==> config.mk <==
export PLATFORM = sky130hd
export DESIGN_NAME = clock_divider_multi
export DESIGN_NICKNAME = d
export VERILOG_FILES = /design/src/rtl/clock_divider_multi.sv
export SDC_FILE = /design/constraint.sdc
export NUM_CORES = 1
export LEC_CHECK = 0
export BUFFER_PORTS_ARGS = -buffer_cell sky130_fd_sc_hd__buf_4
export CAP_MARGIN = 5
export CORE_ASPECT_RATIO = 0.5
export CORE_UTILIZATION = 50
export CTS_CLUSTER_SIZE = 14
export DETAILED_ROUTE_END_ITERATION = 10
export GPL_TIMING_DRIVEN = 0
export PLACE_DENSITY_LB_ADDON = 0.05
export SLEW_MARGIN = 20
export SYNTH_ARGS = -nofsm -noshare
export SYNTH_HDL_FRONTEND = slang
export SYNTH_SLANG_ARGS = --single-unit
==> constraint.sdc <==
create_clock -name clk -period 2 [get_ports clk]
set_clock_uncertainty 0.2 [all_clocks]
set_input_delay 0.3 -clock clk [delete_from_list [all_inputs] [get_ports clk]]
set_output_delay 0.3 -clock clk [all_outputs]
set_load 0.005 [all_outputs]
==> src/rtl/clock_divider_multi.sv <==
// clock_divider_multi: CHANNELS independent runtime-programmable 50%-duty dividers
// with staged half-period updates applied only at toggle boundaries or while disabled.
module clock_divider_multi #(
   parameter int CHANNELS     = 4,
   parameter int CNT_WIDTH    = 23,
   parameter int DEFAULT_HALF = 24
) (
   input  logic                 clk,
   input  logic                 reset,
   input  logic [CHANNELS-1:0]  enable,
   input  logic [CHANNELS-1:0]  load,
   input  logic [CNT_WIDTH-1:0] half_period,
   output logic [CHANNELS-1:0]  clk_out,
   output logic [CHANNELS-1:0]  tick,
   output logic [CHANNELS-1:0]  pending
);
   localparam logic [CNT_WIDTH-1:0] DEF_H = CNT_WIDTH'(DEFAULT_HALF);
   for (genvar g = 0; g < CHANNELS; g++) begin : ch
      logic [CNT_WIDTH-1:0] cnt, act_h, pend_h;
      logic co, tk, pd, wrap;
      assign wrap       = cnt == act_h;
      assign clk_out[g] = co;
      assign tick[g]    = tk;
      assign pending[g] = pd;
      always_ff @(posedge clk or negedge reset)
         if (!reset) begin
            cnt    <= '0;
            act_h  <= DEF_H;
            pend_h <= DEF_H;
            co     <= 1'b0;
            tk     <= 1'b0;
            pd     <= 1'b0;
         end else begin
            cnt <= enable[g] && !wrap ? cnt + 1'b1 : '0;
            co  <= enable[g] && (co ^ wrap);
            tk  <= enable[g] && wrap;
            if (pd && (!enable[g] || wrap)) begin
               act_h <= pend_h;
               pd    <= 1'b0;
            end
            // a load on a toggle edge lands after the swap above, so it stays pending
            if (load[g]) begin
               pend_h <= half_period;
               pd     <= 1'b1;
            end
         end
   end
endmodule

After elaboration in Yosys (flattened, before gate mapping)
Cells that the tools add are included.
{"block": "totals", "memories": 0, "out_inout_bits": 12, "regBits": 288, "latchBits": 0, "word_cells": 80, "mem_bits_rw": 0, "rom_bits": 0}
{"block": "op_classes", "eq_ne": 4, "n_div": 0, "n_lt_le_gt_ge": 0, "n_reduce_logical": 32, "n_mul": 0, "n_mux": 12, "add_sub_neg": 4, "n_bitwise": 4, "shift": 0}
{"cell": "23-bit by 1-bit adder with 23-bit output (second input constant)", "n": 4}
{"cell": "23-bit equality test", "n": 4}
{"cell": "23-bit 2-to-1 mux", "n": 4}
{"cell": "1-bit logical AND", "n": 16}
{"cell": "1-bit zero test", "n": 8}
{"cell": "1-bit 2-to-1 mux", "n": 8}
{"cell": "2-bit nonzero test", "n": 4}
{"cell": "1-bit logical OR", "n": 4}
{"cell": "1-bit bitwise XOR", "n": 4}

Depth between registers and ports, before layout
Gate-level depths: netlist of run 1.
{"block": "logic_depth", "ltp_word": 5, "mapped_depth": 8, "mapped_depth_nobuf": 6}

Worst setup path before layout of run 1
OpenSTA, ideal clock, no wires.
{"block": "synth_timing", "path_kind": "reg2reg", "startpoint": "reg ch[3].cnt[14]", "endpoint": "reg ch[3].pd", "setup_time_ns": 0.124, "arrival_time_ns": 1.794, "path_buffers": 3, "slack_ns": -0.118, "stages_incl_launch_ff": 9, "cell_sequence": "dfrtp_1 -> clkbuf_1 -> xnor2_1 -> nand4_1 -> nor4_4 -> and2_1 -> buf_2 -> buf_4 -> o21bai_1"}
{"block": "synth_between", "elab_chain_len": 4}
{"element": "from (decl)", "line_no": "19", "rtl": "logic [CNT_WIDTH-1:0] cnt, act_h, pend_h;"}
{"element": "from (signal assigned)", "line_no": "34", "rtl": "cnt <= enable[g] && !wrap ? cnt + 1'b1 : '0;"}
{"element": "23-bit equality test", "line_no": "21", "rtl": "assign wrap = cnt == act_h;"}
{"element": "1-bit logical OR", "line_no": "37", "rtl": "if (pd && (!enable[g] || wrap)) begin"}
{"element": "1-bit logical AND", "line_no": "37"}
{"element": "2-bit nonzero test (no line)"}
{"element": "to (signal assigned)", "line_no": "32", "rtl": "pd <= 1'b0;"}
{"element": "to (signal assigned)", "line_no": "39", "rtl": "pd <= 1'b0;"}
{"element": "to (signal assigned)", "line_no": "44", "rtl": "pd <= 1'b1;"}
{"element": "to (decl)", "line_no": "20", "rtl": "logic co, tk, pd, wrap;"}
No other way between the ends.
A chain may end at the register's enable or synchronous reset.

Final worst setup path of run 1
{"block": "layout_timing", "startpoint": "reg ch[0].act_h[13]", "endpoint": "reg ch[0].act_h[21]"}
{"block": "layout_between", "elab_chain_len": 3}
{"element": "from (decl)", "line_no": "19"}
{"element": "from (signal assigned)", "line_no": "38", "rtl": "act_h <= pend_h;"}
{"element": "23-bit equality test", "line_no": "21"}
{"element": "1-bit logical OR", "line_no": "37"}
{"element": "1-bit logical AND", "line_no": "37"}
No other way between the ends.

==> impl_metrics.yaml, run 1 <==
layout:
  final_cell_mix: "dfrtp_1, nand2_1, buf_4, mux2_2, xnor2_1"
  drive_gt1_frac: 0.3424
  nets: 1642
  nFillCells: 2087
  area_growth_pct: 31.16
  fin_area_um2: 19160
  final_common_cell: "dfrtp_1"
  diodes: 0
global_routing:
  grt_max_degree: 83
  grt_overflow: 0
  grt_pass1_vias: 11534
  grt_pass1_wl_um: 65790
  antenna_found_initial: 0
  grt_use_total: 0.2818
pwr:
  ir_drop_v: 0.0007546
  power_leakage_nw: 7.676
  clkPwrFrac: 0.364
  combPwrFrac: 0.159
  intPower_w: 0.01070
  switching_power_w: 0.004269
  p_sw_frac: 0.2852
  cellPowerDensity_nw_per_um2: 781.1
  p_seq_frac: 0.477
floorplan:
  rows: 43
  start_util: 0.5183
  core-area_um2: 28190
  die_area_um2: 29950
  pin_count: 45
  die_w_um: 243.8
  die_y_um: 122.9
timing:
  layout_min_cycle_time_ns: 2.289
  hold_violations: 0
  slew_headroom: 0.5945
  setup_ws_ns: -0.2887
  rsz0062_at_grt: "yes"
  slew_viol_final: 0
  setup_violations: 193
  setup_tns_ns: -28.01
  max_freq_mhz: 436.9
  min_period_over_period: 1.144
  worstMarginPinSlew_ns: 0.6037
placement:
  placed_cell_area_um2: 15540
  portBuffers: 38
  gp_congestion: 0.8345
  dp_hpwl_um: 26950
  pre_cts_ws_ns: -0.6368
outcome:
  status: "finished, violations left"
  violations: "negative setup slack"
yosys:
  syn_avg_cell_area_um2: 10.40
  synth_fp_nets: 1442
  yosysWarnings: 0
  syn_area_um2: 14610
  synth_edf_count: 0
  synthCells: 1405
  yosysSeqAreaShare: 0.4946
  yosys_most_used_dff: "dfrtp_1"
  async_reset_ff_frac: 1.000
  ys_types: 44
  synth-seq-cells: 288
detailed_routing:
  ant_nets: 0
  post-route-drc-count: 0
  dr.first_iter.drc_count: 1088
  wl_per_cell_um: 21.28
  vias_per_cell: 6.017
  first_pass_iters: 5
  vias: 12070
  routed_wl_um: 42680
setup_path:
  end_kind: "register"
  crit_required_ns: 2.25
  path_class: "register to register"
  cp.arrival_ns: 2.54
  cp-start-kind: "register"
  critical_path.max_fanout: 7
clocking:
  ctsHtreeMaxLevel: 1
  tritoncts: "done"
  cts_buffer_depth: 3
  clock_latency_ns: 0.55
  clkTransAtPathRegs_ns: 0.07
  numCtsBuffers: 27
  cts_sinks: 288
  cts_root_buf: "clkbuf_16"
hold_path:
  hold_path.class: "input port to register"
run:
  cap_violations: 0
kinds of logic after synthesis:
| logic type | synth area share |
|---|---|
| simple gates | 0.1811 |
| flops | 0.4946 |
| compound gates | 0.1062 |
| xor+xnor | 0.1055 |
| buf+inv | 0.03622 |
| mux | 0.07296 |
| fa+ha+maj | 0.003425 |
final cells by class:
type / count / area, um^2 / share of cell area
clock inverter: 8 / 117.6 / 0.006137
buffer: 103 / 804.5 / 0.04198
inverter: 13 / 48.80 / 0.002546
timing repair buffer: 175 / 1856 / 0.09682
multi-input combinational: 997 / 7820 / 0.4080
sequential: 288 / 7246 / 0.3781
tap: 382 / 478.0 / 0.02494
clock buffer: 40 / 794.5 / 0.04146
stage by stage:
step	hold WS [ns]	util	total power, W	cells
2_1_floorplan	-0.1956	-	0.008237	1405
3_3_place_gp	0.2731	0.5479	0.008908	1825
3_5_place_dp	0.1054	0.5511	0.009032	1828
4_1_cts	0.0002463	0.6509	0.01476	1980
5_1_grt	0.01528	0.6798	0.01556	2006
6_report	0.0004720	0.6798	0.01497	2006
cell usage after synthesis, types with 9 or more instances:
cell type | n | area share
xor2_1 | 82 | 0.049
buf_2 | 13 | 0.0045
nor2_1 | 70 | 0.018
inv_1 | 10 | 0.0026
nor3b_1 | 43 | 0.022
xnor2_1 | 94 | 0.056
or4_1 | 46 | 0.024
and3_1 | 13 | 0.0056
o21ai_0 | 31 | 0.011
dfrtp_1 | 272 | 0.47
nor3_1 | 25 | 0.0086
nor4_1 | 17 | 0.0073
clkbuf_1 | 76 | 0.020
buf_4 | 16 | 0.0082
nand3_1 | 39 | 0.013
dfstp_2 | 16 | 0.029
o211ai_1 | 60 | 0.031
a31oi_1 | 23 | 0.0098
mux2_2 | 92 | 0.071
a22o_1 | 23 | 0.014
nand4_1 | 46 | 0.020
nand2_1 | 183 | 0.047
a222oi_1 | 9 | 0.0062
a22oi_1 | 58 | 0.030
path summary, 6_finish.rpt:
kind	start	to	slack (ns)	depth (start not counted)
max in group asynchronous	reset	ch[2].cnt[13]	0.25	4
setup reg to reg	ch[0].act_h[13]	ch[0].act_h[21]	-0.29	7
hold reg to reg	ch[3].act_h[3]	ch[3].act_h[3]	0.30	2
setup / recovery	ch[0].act_h[13]	ch[0].act_h[21]	-0.29	7
hold / removal	load[0]	ch[0].pend_h[2]	0.0005	2
min in group asynchronous	reset	ch[1].cnt[16]	0.09	2
flip-flops by register name (all words and copies together), names as in the netlist:
| name | cells |
|---|---|
| ch.co | 4 |
| ch.act_h | 92 |
| ch.pend_h | 92 |
| ch.pd | 4 |
| ch.tk | 4 |
| ch.cnt | 92 |
what timing repair did:
action | 4_1_cts | 5_1_grt
gates resized for setup | 219 | 176
hold buffers | 29 | 0
endpoints found under the setup margin | 196 | 196
setup buffers | 60 | 25
endpoints found under the hold margin | 166 | 0
cloned | 18 | 6
pin swaps | 129 | 74
power groups by stage:
stage                     sequential, W  clock [W]  combinational [W]
final                           0.00714    0.00546            0.00238
after global routing            0.00719    0.00579            0.00258
after CTS                       0.00708    0.00553            0.00215
after detailed placement        0.00719          0            0.00184
after global placement          0.00717          0            0.00174
after floorplan                 0.00691          0            0.00133
critical path: stages, from the launching register on:
cell,delay (ns)
dfrtp_2,0.44
xor2_1,0.16
nor4_2,0.32
nand4_1,0.15
buf_6,0.17
buf_8,0.13
or4_4,0.48
o211ai_1,0.14
layer usage:
layer | wire [um] | share of wire | GRT usage
met1 | 20160 | 0.47 | 0.4359
met2 | 18820 | 0.44 | 0.4110
met3 | 2940 | 0.069 | 0.05030
met4 | 755 | 0.018 | 0.05625
met5 | 0 | 0 | 0
Power figures use the tool's default switching activity.
==> inputs of run 2 (changes only) <==
CELL_PAD_IN_SITES_DETAIL_PLACEMENT = 1   (was not set)
CELL_PAD_IN_SITES_GLOBAL_PLACEMENT = 1   (was not set)
CORE_UTILIZATION = 45   (was 50)
==> run 2 against run 1 <==
Effect of this change: the run still ends with negative setup slack left; via count is 2.4% higher; sequential share of layout area is 0.40 points lower; clock power is 19% higher; critical endpoint is now ch[0].cnt[4].
==> impl_metrics.yaml, run 2 (same netlist as run 1, synthesis figures left out) <==
placement:
  dp_hpwl_um: 30660
  portBuffers: 38
  placed_cell_area_um2: 15600
  gp_congestion: 0.8115
outcome:
  violations: "negative setup slack"
  status: "finished, violations left"
detailed_routing:
  vias_per_cell: 5.998
  routed_wl_um: 49520
  first_pass_iters: 5
  wl_per_cell_um: 24.04
  dr.first_iter.drc_count: 883
  ant_nets: 0
  vias: 12356
  post-route-drc-count: 0
timing:
  slew_headroom: 0.5662
  worstMarginPinSlew_ns: 0.6506
  max_freq_mhz: 432.7
  setup_violations: 193
  min_period_over_period: 1.155
  setup_ws_ns: -0.3109
  layout_min_cycle_time_ns: 2.311
  slew_viol_final: 0
  hold_violations: 0
  rsz0062_at_grt: "yes"
setup_path:
  crit_required_ns: 2.25
  worstPathCellList: "xor2_2 > nor4_2 > nand4_1 > buf_6 > buf_6 > o31ai_4 > buf_6 > buf_8 > nor2_1"
  crit_cells: 9
  cp.arrival_ns: 2.56
  end_kind: "register"
  critical_path.max_fanout: 8
  crit_top_cell: "buf_6"
  r2r_cells: 9
  path_class: "register to register"
  max_stage_delay_ns: 0.44
  crit_buf_inv: 4
  cp-start-kind: "register"
  slowest_stage: "dfrtp_2"
  critical_path.top_delay_family: "buffers and inverters"
run:
  cap_violations: 0
pwr:
  ir_drop_v: 0.0004912
  power_leakage_nw: 7.773
  cellPowerDensity_nw_per_um2: 834.9
  power_w: 0.01620
floorplan:
  rows: 46
  die_y_um: 129.4
  die_w_um: 256.8
  die_area_um2: 33240
  pin_count: 45
  core-area_um2: 31830
  start_util: 0.4591
global_routing:
  grt_use_total: 0.2928
  grt_max_degree: 88
  grt_pass1_vias: 12894
  grt_overflow: 0
  antenna_found_initial: 0
  grt_pass1_wl_um: 75910
clocking:
  clkTransAtPathRegs_ns: 0.07
  numCtsBuffers: 29
  clock_latency_ns: 0.57
  cts_root_buf: "clkbuf_16"
  ctsHtreeMaxLevel: 1
  cts_sinks: 288
  cts_buffer_depth: 3
  tritoncts: "done"
layout:
  area_growth_pct: 32.81
  diodes: 0
  final_common_cell: "dfrtp_1"
  drive_gt1_frac: 0.3458
  top_regs: "ch.act_h (92), ch.cnt (92), ch.pend_h (92)"
  nets: 1643
  fin_area_um2: 19400
  final_cell_mix: "dfrtp_1, nand2_1, buf_4, mux2_2"
hold_path:
  hold_path.class: "input port to asynchronous set/reset pin"
-- run 2: cell count changes in the layout (fill, tap and decap cells not counted), sizes merged, moves of 2 or more --
cell	change
clkbuf	-2
inv	+2
clkinv	+4
dlygate4sd3	+3
buf	-8
bufinv	+6
-- run 2: cell type report --
class,instances,area [um^2]
plain buffers,100,782.0
clock buffers,34,784.5
clock inverters,19,327.8
fillers,3282,12420
inverters,13,48.80
multi-input cells,997,7791
flip-flops and latches,288,7258
well taps,432,540.5
repair buffers,177,1872
-- run 2: final timing paths --
path / startpoint / slack, ns / endpoint
max: ch[0].act_h[8] / -0.31 / ch[0].cnt[4]
min in group clk: enable[2] / 0.08 / ch[2].act_h[4]
max reg2reg: ch[0].act_h[8] / -0.31 / ch[0].cnt[4]
max in group asynchronous: reset / 0.32 / ch[2].act_h[4]
min reg2reg: ch[2].act_h[4] / 0.31 / ch[2].act_h[4]
min: reset / 0.02 / ch[1].cnt[13]
-- run 2: where the power goes --
part	total, W	switching [W]	leakage [nW]	internal, W
logic	0.00249	0.00128	3.67	0.00120
registers	0.00719	0.000771	3.55	0.00642
clock network	0.00652	0.00256	0.555	0.00396
total	0.0162	0.00461	7.77	0.0116
-- run 2: metal layers --
metal	GRT usage	vias up	share of wire	routed length [um]
li1	-	5475	-	-
met1	0.4321	6522	0.47	23230
met2	0.4676	303	0.47	23350
met3	0.03736	56	0.044	2177
met4	0.05252	0	0.015	765
met5	0	-	0	0
-- run 2: repair_timing --
item | in CTS | in global routing
gates cloned | 19 | 3
setup endpoints to repair | 196 | 196
endpoints found under the hold margin | 226 | 0
setup buffers | 64 | 24
gates resized for setup | 246 | 150
pin swaps | 112 | 74
hold buffers | 32 | 0
-- run 2: per-stage QoR --
step	std cells	utilization	setup slack, ns	hold WS, ns	setup TNS, ns
2_1_floorplan	1405	-	-0.06646	-0.1956	-3.635
3_3_place_gp	1875	0.4873	-2.152	0.2740	-678.83
3_5_place_dp	1878	0.4901	-0.7296	0.02384	-93.85
4_1_cts	2043	0.5877	-0.2621	0.01813	-26.16
5_1_grt	2060	0.6097	-0.3765	0.04665	-41.98
6_report	2060	0.6097	-0.3109	0.02384	-27.12
-- run 2: worst register-to-register path, stage by stage (launching register included) --
cell	delay, ns
dfrtp_2	0.44
xor2_2	0.20
nor4_2	0.31
nand4_1	0.16
buf_6	0.19
buf_6	0.13
o31ai_4	0.20
buf_6	0.18
buf_8	0.14
nor2_1	0.04
